**config.mk**
```make
export PLATFORM = sky130hd
export DESIGN_NAME = hazard_stall_ctrl
export DESIGN_NICKNAME = d
export VERILOG_FILES = /design/src/rtl/core_pkg.sv /design/src/rtl/hazard_stall_ctrl_sat_counter.sv /design/src/rtl/hazard_stall_ctrl.sv
export SDC_FILE = /design/constraint.sdc
export NUM_CORES = 1
export LEC_CHECK = 0
export BUFFER_PORTS_ARGS = -buffer_cell sky130_fd_sc_hd__buf_4
export CORE_UTILIZATION = 50
export DETAILED_ROUTE_END_ITERATION = 8
export GPL_ROUTABILITY_DRIVEN = 1
export PLACE_DENSITY_LB_ADDON = 0.3
export SYNTH_ARGS = -nofsm -noshare
export SYNTH_HDL_FRONTEND = slang
export SYNTH_HIERARCHICAL = 1
export SYNTH_SLANG_ARGS = --single-unit
```
**constraint.sdc**
```tcl
create_clock -name clk_i -period 5.4 [get_ports clk_i]
set_input_delay 0.27 -clock clk_i [delete_from_list [all_inputs] [get_ports clk_i]]
set_output_delay 0.27 -clock clk_i [all_outputs]
set_load 0.05 [all_outputs]
```
**src/rtl/core_pkg.sv**
```systemverilog
// Shared types and constants for the RV32 pipeline control blocks:
// the hazard FSM state, the x0 register index and the stall/flush control bundle.
package core_pkg;

  typedef enum logic [0:0] {
    RUN      = 1'b0,
    MEM_WAIT = 1'b1
  } state_t;

  localparam logic [4:0] REG_X0 = 5'd0;

  typedef struct packed {
    logic pc_we;
    logic ifid_we;
    logic idex_bubble;
    logic ifid_flush;
    logic freeze;
  } ctrl_t;

  // Free-running pipeline: everything advances, nothing is squashed.
  localparam ctrl_t CTRL_RUN = '{
    pc_we:       1'b1,
    ifid_we:     1'b1,
    idex_bubble: 1'b0,
    ifid_flush:  1'b0,
    freeze:      1'b0
  };

  function automatic logic src_matches(input logic use_src,
                                       input logic [4:0] src,
                                       input logic [4:0] rd);
    return use_src && (src == rd);
  endfunction

endpackage

```
**src/rtl/hazard_stall_ctrl_sat_counter.sv**
```systemverilog
// Saturating up-counter with synchronous clear; holds at all-ones instead of wrapping.
module sat_counter #(
  parameter int W = 32
) (
  input  logic         clk_i,
  input  logic         clr_i,
  input  logic         inc_i,
  output logic [W-1:0] cnt_o
);

  logic [W-1:0] r_cnt;

  // NOTE: sequential state is written with <= so every flop samples pre-edge values.
  always_ff @(posedge clk_i) begin
    if (clr_i) begin
      r_cnt <= '0;
    end else if (inc_i && (r_cnt != '1)) begin
      r_cnt <= r_cnt + 1'b1;
    end
  end

  assign cnt_o = r_cnt;

endmodule

```
**src/rtl/hazard_stall_ctrl.sv**
```systemverilog
// Stall/flush controller for the 5-stage RV32 core: load-use bubbles, data-memory
// wait freezes, taken-branch flushes, saturating perf counters and a sticky timeout.
module hazard_stall_ctrl
  import core_pkg::*;
#(
  parameter int CNT_W   = 32,
  parameter int TIMEOUT = 64,
  parameter int TO_W    = 7
) (
  input  logic             clk_i,
  input  logic             rst_i,
  input  logic [4:0]       ID_rs1_i,
  input  logic [4:0]       ID_rs2_i,
  input  logic             ID_use_rs1_i,
  input  logic             ID_use_rs2_i,
  input  logic             EX_MemRead_i,
  input  logic [4:0]       EX_Rd_i,
  input  logic             ID_branch_taken_i,
  input  logic             MEM_req_i,
  input  logic             dmem_ready_i,
  output logic             PCWrite_o,
  output logic             IFID_Write_o,
  output logic             IDEX_Bubble_o,
  output logic             IFID_Flush_o,
  output logic             Pipe_Freeze_o,
  output logic [CNT_W-1:0] stall_cnt_o,
  output logic [CNT_W-1:0] flush_cnt_o,
  output logic             mem_timeout_o
);

  localparam logic [TO_W-1:0] TIMEOUT_C = TO_W'(TIMEOUT);

  state_t          r_state;
  state_t          w_state_eff;
  state_t          w_state_nxt;
  logic [TO_W-1:0] r_wait_cnt;
  logic [TO_W-1:0] w_wait_nxt;
  logic            r_timeout;
  logic            w_mem_stall;
  logic            w_load_use;
  ctrl_t           w_ctrl;

  // While reset is asserted the controls are decoded as if already back in RUN.
  assign w_state_eff = rst_i ? RUN : r_state;

  assign w_mem_stall = (w_state_eff == MEM_WAIT) ||
                       ((w_state_eff == RUN) && MEM_req_i && !dmem_ready_i);

  assign w_load_use = EX_MemRead_i && (EX_Rd_i != REG_X0) &&
                      (src_matches(ID_use_rs1_i, ID_rs1_i, EX_Rd_i) ||
                       src_matches(ID_use_rs2_i, ID_rs2_i, EX_Rd_i));

  // NOTE: every always_comb output gets a default first, so no path can infer a latch.
  always_comb begin
    w_ctrl = CTRL_RUN;
    if (w_mem_stall) begin
      w_ctrl.pc_we   = 1'b0;
      w_ctrl.ifid_we = 1'b0;
      w_ctrl.freeze  = 1'b1;
    end else if (w_load_use) begin
      // A taken branch here is not flushed; it re-resolves once the load data is forwardable.
      w_ctrl.pc_we       = 1'b0;
      w_ctrl.ifid_we     = 1'b0;
      w_ctrl.idex_bubble = 1'b1;
    end else if (ID_branch_taken_i) begin
      w_ctrl.ifid_flush = 1'b1;
    end
  end

  always_comb begin
    w_state_nxt = r_state;
    w_wait_nxt  = r_wait_cnt;
    case (r_state)
      RUN: begin
        if (MEM_req_i && !dmem_ready_i) begin
          w_state_nxt = MEM_WAIT;
          w_wait_nxt  = '0;
        end
      end
      MEM_WAIT: begin
        if (dmem_ready_i) w_state_nxt = RUN;
        if (r_wait_cnt != TIMEOUT_C) w_wait_nxt = r_wait_cnt + 1'b1;
      end
      default: w_state_nxt = RUN;
    endcase
  end

  // NOTE: reset is synchronous and takes priority over every input, even mid-wait.
  always_ff @(posedge clk_i) begin
    if (rst_i) begin
      r_state    <= RUN;
      r_wait_cnt <= '0;
      r_timeout  <= 1'b0;
    end else begin
      r_state    <= w_state_nxt;
      r_wait_cnt <= w_wait_nxt;
      if ((r_state == MEM_WAIT) && (w_wait_nxt == TIMEOUT_C)) r_timeout <= 1'b1;
    end
  end

  sat_counter #(.W(CNT_W)) u_stall_cnt (
    .clk_i (clk_i),
    .clr_i (rst_i),
    .inc_i (w_mem_stall || w_load_use),
    .cnt_o (stall_cnt_o)
  );

  sat_counter #(.W(CNT_W)) u_flush_cnt (
    .clk_i (clk_i),
    .clr_i (rst_i),
    .inc_i (w_ctrl.ifid_flush),
    .cnt_o (flush_cnt_o)
  );

  assign PCWrite_o     = w_ctrl.pc_we;
  assign IFID_Write_o  = w_ctrl.ifid_we;
  assign IDEX_Bubble_o = w_ctrl.idex_bubble;
  assign IFID_Flush_o  = w_ctrl.ifid_flush;
  assign Pipe_Freeze_o = w_ctrl.freeze;
  assign mem_timeout_o = r_timeout;

endmodule

```
Word level (Yosys, flattened, before mapping)
Index checks and enable logic that the tools add are counted.
{"block": "totals", "ff_bits": 73, "latchBits": 0, "ramBits": 0, "rom_bits": 0, "out_inout_bits": 70, "elab_cells": 44, "n_memories": 0}
{"block": "classes", "n_addsub": 3, "multipliers": 0, "div": 0, "magnitude_cmp": 0, "eq_ne": 6, "n_shift": 0, "muxes": 13, "bitwise": 2, "n_reduce_logical": 15}
{"op": "32-bit by 1-bit adder with 32-bit output, second input constant", "count": 2}
{"op": "32-bit != test, second input constant", "count": 2}
{"op": "7-bit 2-to-1 mux", "count": 2}
{"op": "7-bit one-hot mux with 2 select lines", "count": 1}
{"op": "5-bit == test", "count": 2}
{"op": "1-bit logical AND", "count": 10}
{"op": "7-bit by 1-bit adder with 7-bit output, second input constant", "count": 1}
{"op": "7-bit == test, second input constant", "count": 1}
{"op": "7-bit != test, second input constant", "count": 1}
{"op": "1-bit 2-to-1 mux", "count": 6}
{"op": "5-bit nonzero test", "count": 1}
{"op": "2-bit 2-to-1 mux", "count": 2}
{"op": "1-bit logical OR", "count": 3}
{"op": "3-bit 2-to-1 mux", "count": 1}
{"op": "1-bit inverter", "count": 2}
{"op": "1-bit one-hot mux with 2 select lines", "count": 1}
{"op": "1-bit logical NOT", "count": 1}

Longest topological paths before layout
{"block": "depth", "depth_word": 7, "ltp_mapped": 10, "depth_no_buf": 9}

By module
Netlist, hierarchy kept.
{"mod": "sat_counter", "n_inst": 2, "cells_each": 199, "area_each_um2": 1674.1, "seq_area_each_um2": 640.6}
{"mod": "hazard_stall_ctrl", "n_inst": 1, "cells_each": 101, "area_each_um2": 780.7, "seq_area_each_um2": 180.2}

Worst setup path before layout
Ideal clock, no wire load.
{"block": "synth_timing", "kind": "input to register", "startpoint": "input EX_Rd_i[1]", "endpoint": "register u_flush_cnt.r_cnt[31], in the netlist u_flush_cnt/cnt_o[31]", "arrival_ns": 3.632, "required_time_ns": 5.279, "path_slack_ns": 1.647, "path_stages": 8, "cell_sequence": "or4_1 -> o21a_1 -> a21oi_1 -> nand4_1 -> nor4_2 -> nand4_1 -> nor4_1 -> mux2_2"}
{"block": "synth_between", "elab_chain_len": 7, "word_cells_on_any_way": 11, "cone_classes": "eq/ne: 2; mux: 2; reduce/logical: 7"}
{"element": "start: declaration", "line_no": "hazard_stall_ctrl.sv:17", "rtl": "input logic [4:0] EX_Rd_i,"}
{"element": "5-bit == test", "line_no": "core_pkg.sv:32", "rtl": "return use_src && (src == rd);"}
{"element": "1-bit logical AND", "line_no": "core_pkg.sv:32"}
{"element": "1-bit logical OR", "line_no": "hazard_stall_ctrl.sv:50", "rtl": "(src_matches(ID_use_rs1_i, ID_rs1_i, EX_Rd_i) ||"}
{"element": "1-bit logical AND (*)", "line_no": "hazard_stall_ctrl.sv:49", "rtl": "assign w_load_use = EX_MemRead_i && (EX_Rd_i != REG_X0) &&"}
{"element": "1-bit 2-to-1 mux (*)", "line_no": "hazard_stall_ctrl.sv:60", "rtl": "end else if (w_load_use) begin"}
{"element": "2-bit 2-to-1 mux (*)", "line_no": "hazard_stall_ctrl.sv:56", "rtl": "if (w_mem_stall) begin"}
{"element": "via IFID_Flush_o", "line_no": "hazard_stall_ctrl.sv:24", "rtl": "output logic IFID_Flush_o,"}
{"element": "1-bit logical AND (*)", "line_no": "hazard_stall_ctrl_sat_counter.sv:17", "rtl": "end else if (inc_i && (r_cnt != '1)) begin"}
{"element": "end signal: assignment", "line_no": "hazard_stall_ctrl_sat_counter.sv:18", "rtl": "r_cnt <= r_cnt + 1'b1;"}
{"element": "end: declaration", "line_no": "hazard_stall_ctrl_sat_counter.sv:11", "rtl": "logic [W-1:0] r_cnt;"}
The timed path passes the listed nets; every way through them passes the cells marked *.
A chain may end at the register's enable or synchronous reset.

Final worst setup path
{"block": "layout_timing", "startpoint": "input rst_i", "endpoint": "register u_flush_cnt.r_cnt[31], in the netlist u_flush_cnt/cnt_o[31]"}
{"block": "layout_between", "elab_chain_len": 7}
{"element": "start: declaration", "line_no": "hazard_stall_ctrl.sv:11", "rtl": "input logic rst_i,"}
{"element": "1-bit 2-to-1 mux", "line_no": "hazard_stall_ctrl.sv:44", "rtl": "assign w_state_eff = rst_i ? RUN : r_state;"}
{"element": "1-bit inverter", "line_no": "hazard_stall_ctrl.sv:47", "rtl": "((w_state_eff == RUN) && MEM_req_i && !dmem_ready_i);"}
{"element": "1-bit logical AND (2 in series)", "line_no": "hazard_stall_ctrl.sv:47"}
{"element": "1-bit logical OR", "line_no": "hazard_stall_ctrl.sv:46", "rtl": "assign w_mem_stall = (w_state_eff == MEM_WAIT) ||"}
{"element": "2-bit 2-to-1 mux", "line_no": "hazard_stall_ctrl.sv:56"}
{"element": "1-bit logical AND", "line_no": "hazard_stall_ctrl_sat_counter.sv:17"}
Several ways; a longest one is shown, not always the timed one.

==> metrics.md <==
| Metric | Value |
|---|---|
| Clock Latency Late Sink | 0.34 ns |
| Most common flop cell mapped by yosys | dfxtp_1 |
| Clk slew on worst S/H paths | 0.08 ns |
| Final worst-path cycle share | 0.670 |
| Synthesis-stage register bit count | 73 |
| Initial antenna violation count | 0 |
| Power density cells | 222 nW/um^2 |
| Worst setup EP type | register |
| Die width | between 90 and 100 um |
| Switching share of power | 0.237 |
| Delay-heaviest family, CP | simple AND/OR/NAND/NOR gates |
| YS warnings | 6 |
| Htree depth | 3 |
| Remaining Overflow, GRT | 0 |
| Crit. path cell count | 10 |
| CTS tree | yes |
| DP Wirelength | 7480 um |
| RSZ-0062 raised after global routing | false |
| Register area share after synthesis | 0.354 |
| Hold Path Stages | 2 |
| P_int | 0.859 mW |
| Net switching power | roughly 0.27 mW |
| Total GRT Usage | 0.254 |
| Final setup violation count | 0 |
| Max_cap viols | 0 |
| # IOs | 93 |
| Layout cells sized above 1 | 0.230 |
| Largest cells by area after synthesis | dfxtp_1, a21oi_1, xnor2_1 |
| Cts repair resizes | 0 |
| Post-Synthesis Cells | 499 |
| Slowest-stage cell, CP | nor4_2 |
| Setup Buffers After CTS | 0 |
| DR vias/cell | between 6 and 7 |
| Setup TNS | 0 ns |
| Reg power frac | 0.487 |
| Area Growth Syn to Fin | 22.8% |
| Reg2reg path depth | 8 |
| Final hold viol count | 0 |
| Clock buffer depth | 2 |
| Final Non-Filler Cells | approximately 700 |
| CP Cell Sequence | buf_4, inv_1, a21oi_1, nand2_1, a21oi_1, nand4_1, nor4_2, nand4_1, nor4_1, mux2_2 |
| Fmax | 0.276 GHz |
| Syn avg cell area | 8.27 um^2 |
| Measured slew at the worst slew-check pin | between 0.9 and 1 ns |
| Ant diodes | 0 |
| Post-route ant nets | 0 |
| Hold Path Class | primary input to register |
| Syn nets | between 500 and 600 |
| Vias in the first global route | a little under 4000 |
| Critical Path RT | 5.62 ns |
| Num rows | 32 |
| Vias | 4232 |
| Worst setup path class | primary input to register |
| 1st-iter DRT viols | ~280 |
| Largest area contributor in the netlist | dfxtp_1 |
| Commonest non-fill, non-tap cell in the layout | buf_4 |
| Clk sink count | 73 |
| Clock root cell | clkbuf_8 |
| FFs w/ async S/R, synth | 0 |
| Cts-stage hold buffer count | 0 |
| Routed WL | 10800 um |
| Max Slew Vio Count | 0 |
| Die ar. | 8630 um^2 |
| CP max stage delay | 0.62 ns |
| Comb pwr share | 0.077 |
| Final Skew | about 0.014 ns |
| Area share of the largest cell type after synthesis | 0.354 |
| Static Leakage | roughly 1.7 nW |
| CORE AREA | 7850 um^2 |
| Commonest non-fill, non-tap cells in the layout | buf_4, dfxtp_1, a21oi_1 |
| Port bufs | slightly above 90 |
| First-pass GRT wire length | 17800 um |
| Final #Nets | roughly 600 |
| CP bufs+invs | 2 |
| Worst vdd ir | about 140 uV |
| Crit-path max FO | 80 |
| Status | completed |
| Initial Util | 0.526 |
| Crit path time final | 3.62 ns |
| Worst setup SP type | primary input |
| CP arrival | 3.84 ns |
| Power share of the clock group | 0.436 |
| Num CTS Buffers | 9 |
| Post-Syn Area | slightly above 4000 um^2 |
| Die Height | 92.9 um |
| Post-synth cell types | a little over 50 |
| Global placement routability congestion | 0.842 |
| Drt pass-1 iters | 5 |
| DRC Markers | 0 |
| Post-synth EDFFs | 0 |
| Slew HR | 0.346 |
| Avg WL per Cell | 15.7 um |
| Largest net degree at the start of global routing | 81 |
| # placed instances | between 600 and 700 |
-- Yosys cell counts, types with 5 or more instances --
library cell / number
or2_2: 5
or4_1: 25
and3_1: 6
buf_2: 6
and4_1: 9
o31ai_1: 24
a21oi_1: 54
nand4_1: 23
nand3_1: 30
inv_1: 11
nor2b_1: 5
nor2_1: 33
o21ai_0: 25
nor3b_1: 5
nor4_1: 8
dfxtp_1: 73
or3_1: 22
nor3_1: 7
xnor2_1: 25
nand2_1: 25
clkbuf_1: 16
-- flip-flops by register name, summed over array words and instances, names as in the netlist --
name / cells
mem_timeout_o: 1
r_state: 1
r_wait_cnt: 7
u_flush_cnt/cnt_o: 32
u_stall_cnt/cnt_o: 32
-- metal layers --
metal	global-route usage	vias to the layer above	wire length (um)
met5	0	-	0
met4	0.0718	0	47
met3	0.0517	4	573
met2	0.430	108	5290
met1	0.325	2059	4840
li1	-	2061	-
-- power by group through the flow --
| stage | Clock (mW) | Combinational [mW] | Sequential (mW) |
|---|---|---|---|
| finish | 0.491 | 0.0868 | 0.548 |
| global route | 0.526 | 0.0934 | 0.550 |
| CTS | 0.499 | 0.0869 | 0.548 |
| detailed placement | 0 | 0.0866 | 0.561 |
| global placement | 0 | 0.0847 | 0.561 |
| floorplan | 0 | 0.0471 | 0.569 |
-- kinds of logic after synthesis --
kind of cell	share of synthesized area
buffers and inverters	0.0427
AOI/OAI and AO/OA	0.196
muxes	0.0158
and+or+nand+nor	0.322
adders and majority gates	0.0121
DFF	0.354
xor gates and xnor gates	0.0573
-- final timing paths --
kind	startpoint	to	slack, ns
max	rst_i	u_flush_cnt/cnt_o[31]	1.78
min	dmem_ready_i	r_state	0.09
max reg2reg	r_state	u_flush_cnt/cnt_o[31]	2.08
min reg2reg	mem_timeout_o	mem_timeout_o	0.46
-- final cells by class --
type	count	area, um^2
fillers	695	2780
multi-input cells	388	2500
well taps	102	128
repair buffers	94	706
clock inverters	5	77.6
inverters	11	41.3
clock buffers	11	151
flip-flops and latches	73	1460
-- worst register-to-register path: stages, from the launching register on --
cell,delay (ns)
dfxtp_1,0.43
a21oi_1,0.25
nand2_1,0.07
a21oi_1,0.53
nand4_1,0.45
nor4_2,0.62
nand4_1,0.15
nor4_1,0.31
mux2_2,0.38
-- metrics by stage --
step	setup WS (ns)	hold WS, ns	utilization	area [um^2]	power, mW
floorplan	1.65	0.349	-	4130	0.616
global placement	1.78	0.447	0.617	4840	0.645
detailed placement	1.57	0.450	0.617	4840	0.647
CTS	1.92	0.0769	0.646	5070	1.13
global route	1.58	0.0752	0.646	5070	1.17
finish	1.78	0.0910	0.646	5070	1.13
Note: power is estimated with default switching activity, not from simulation.
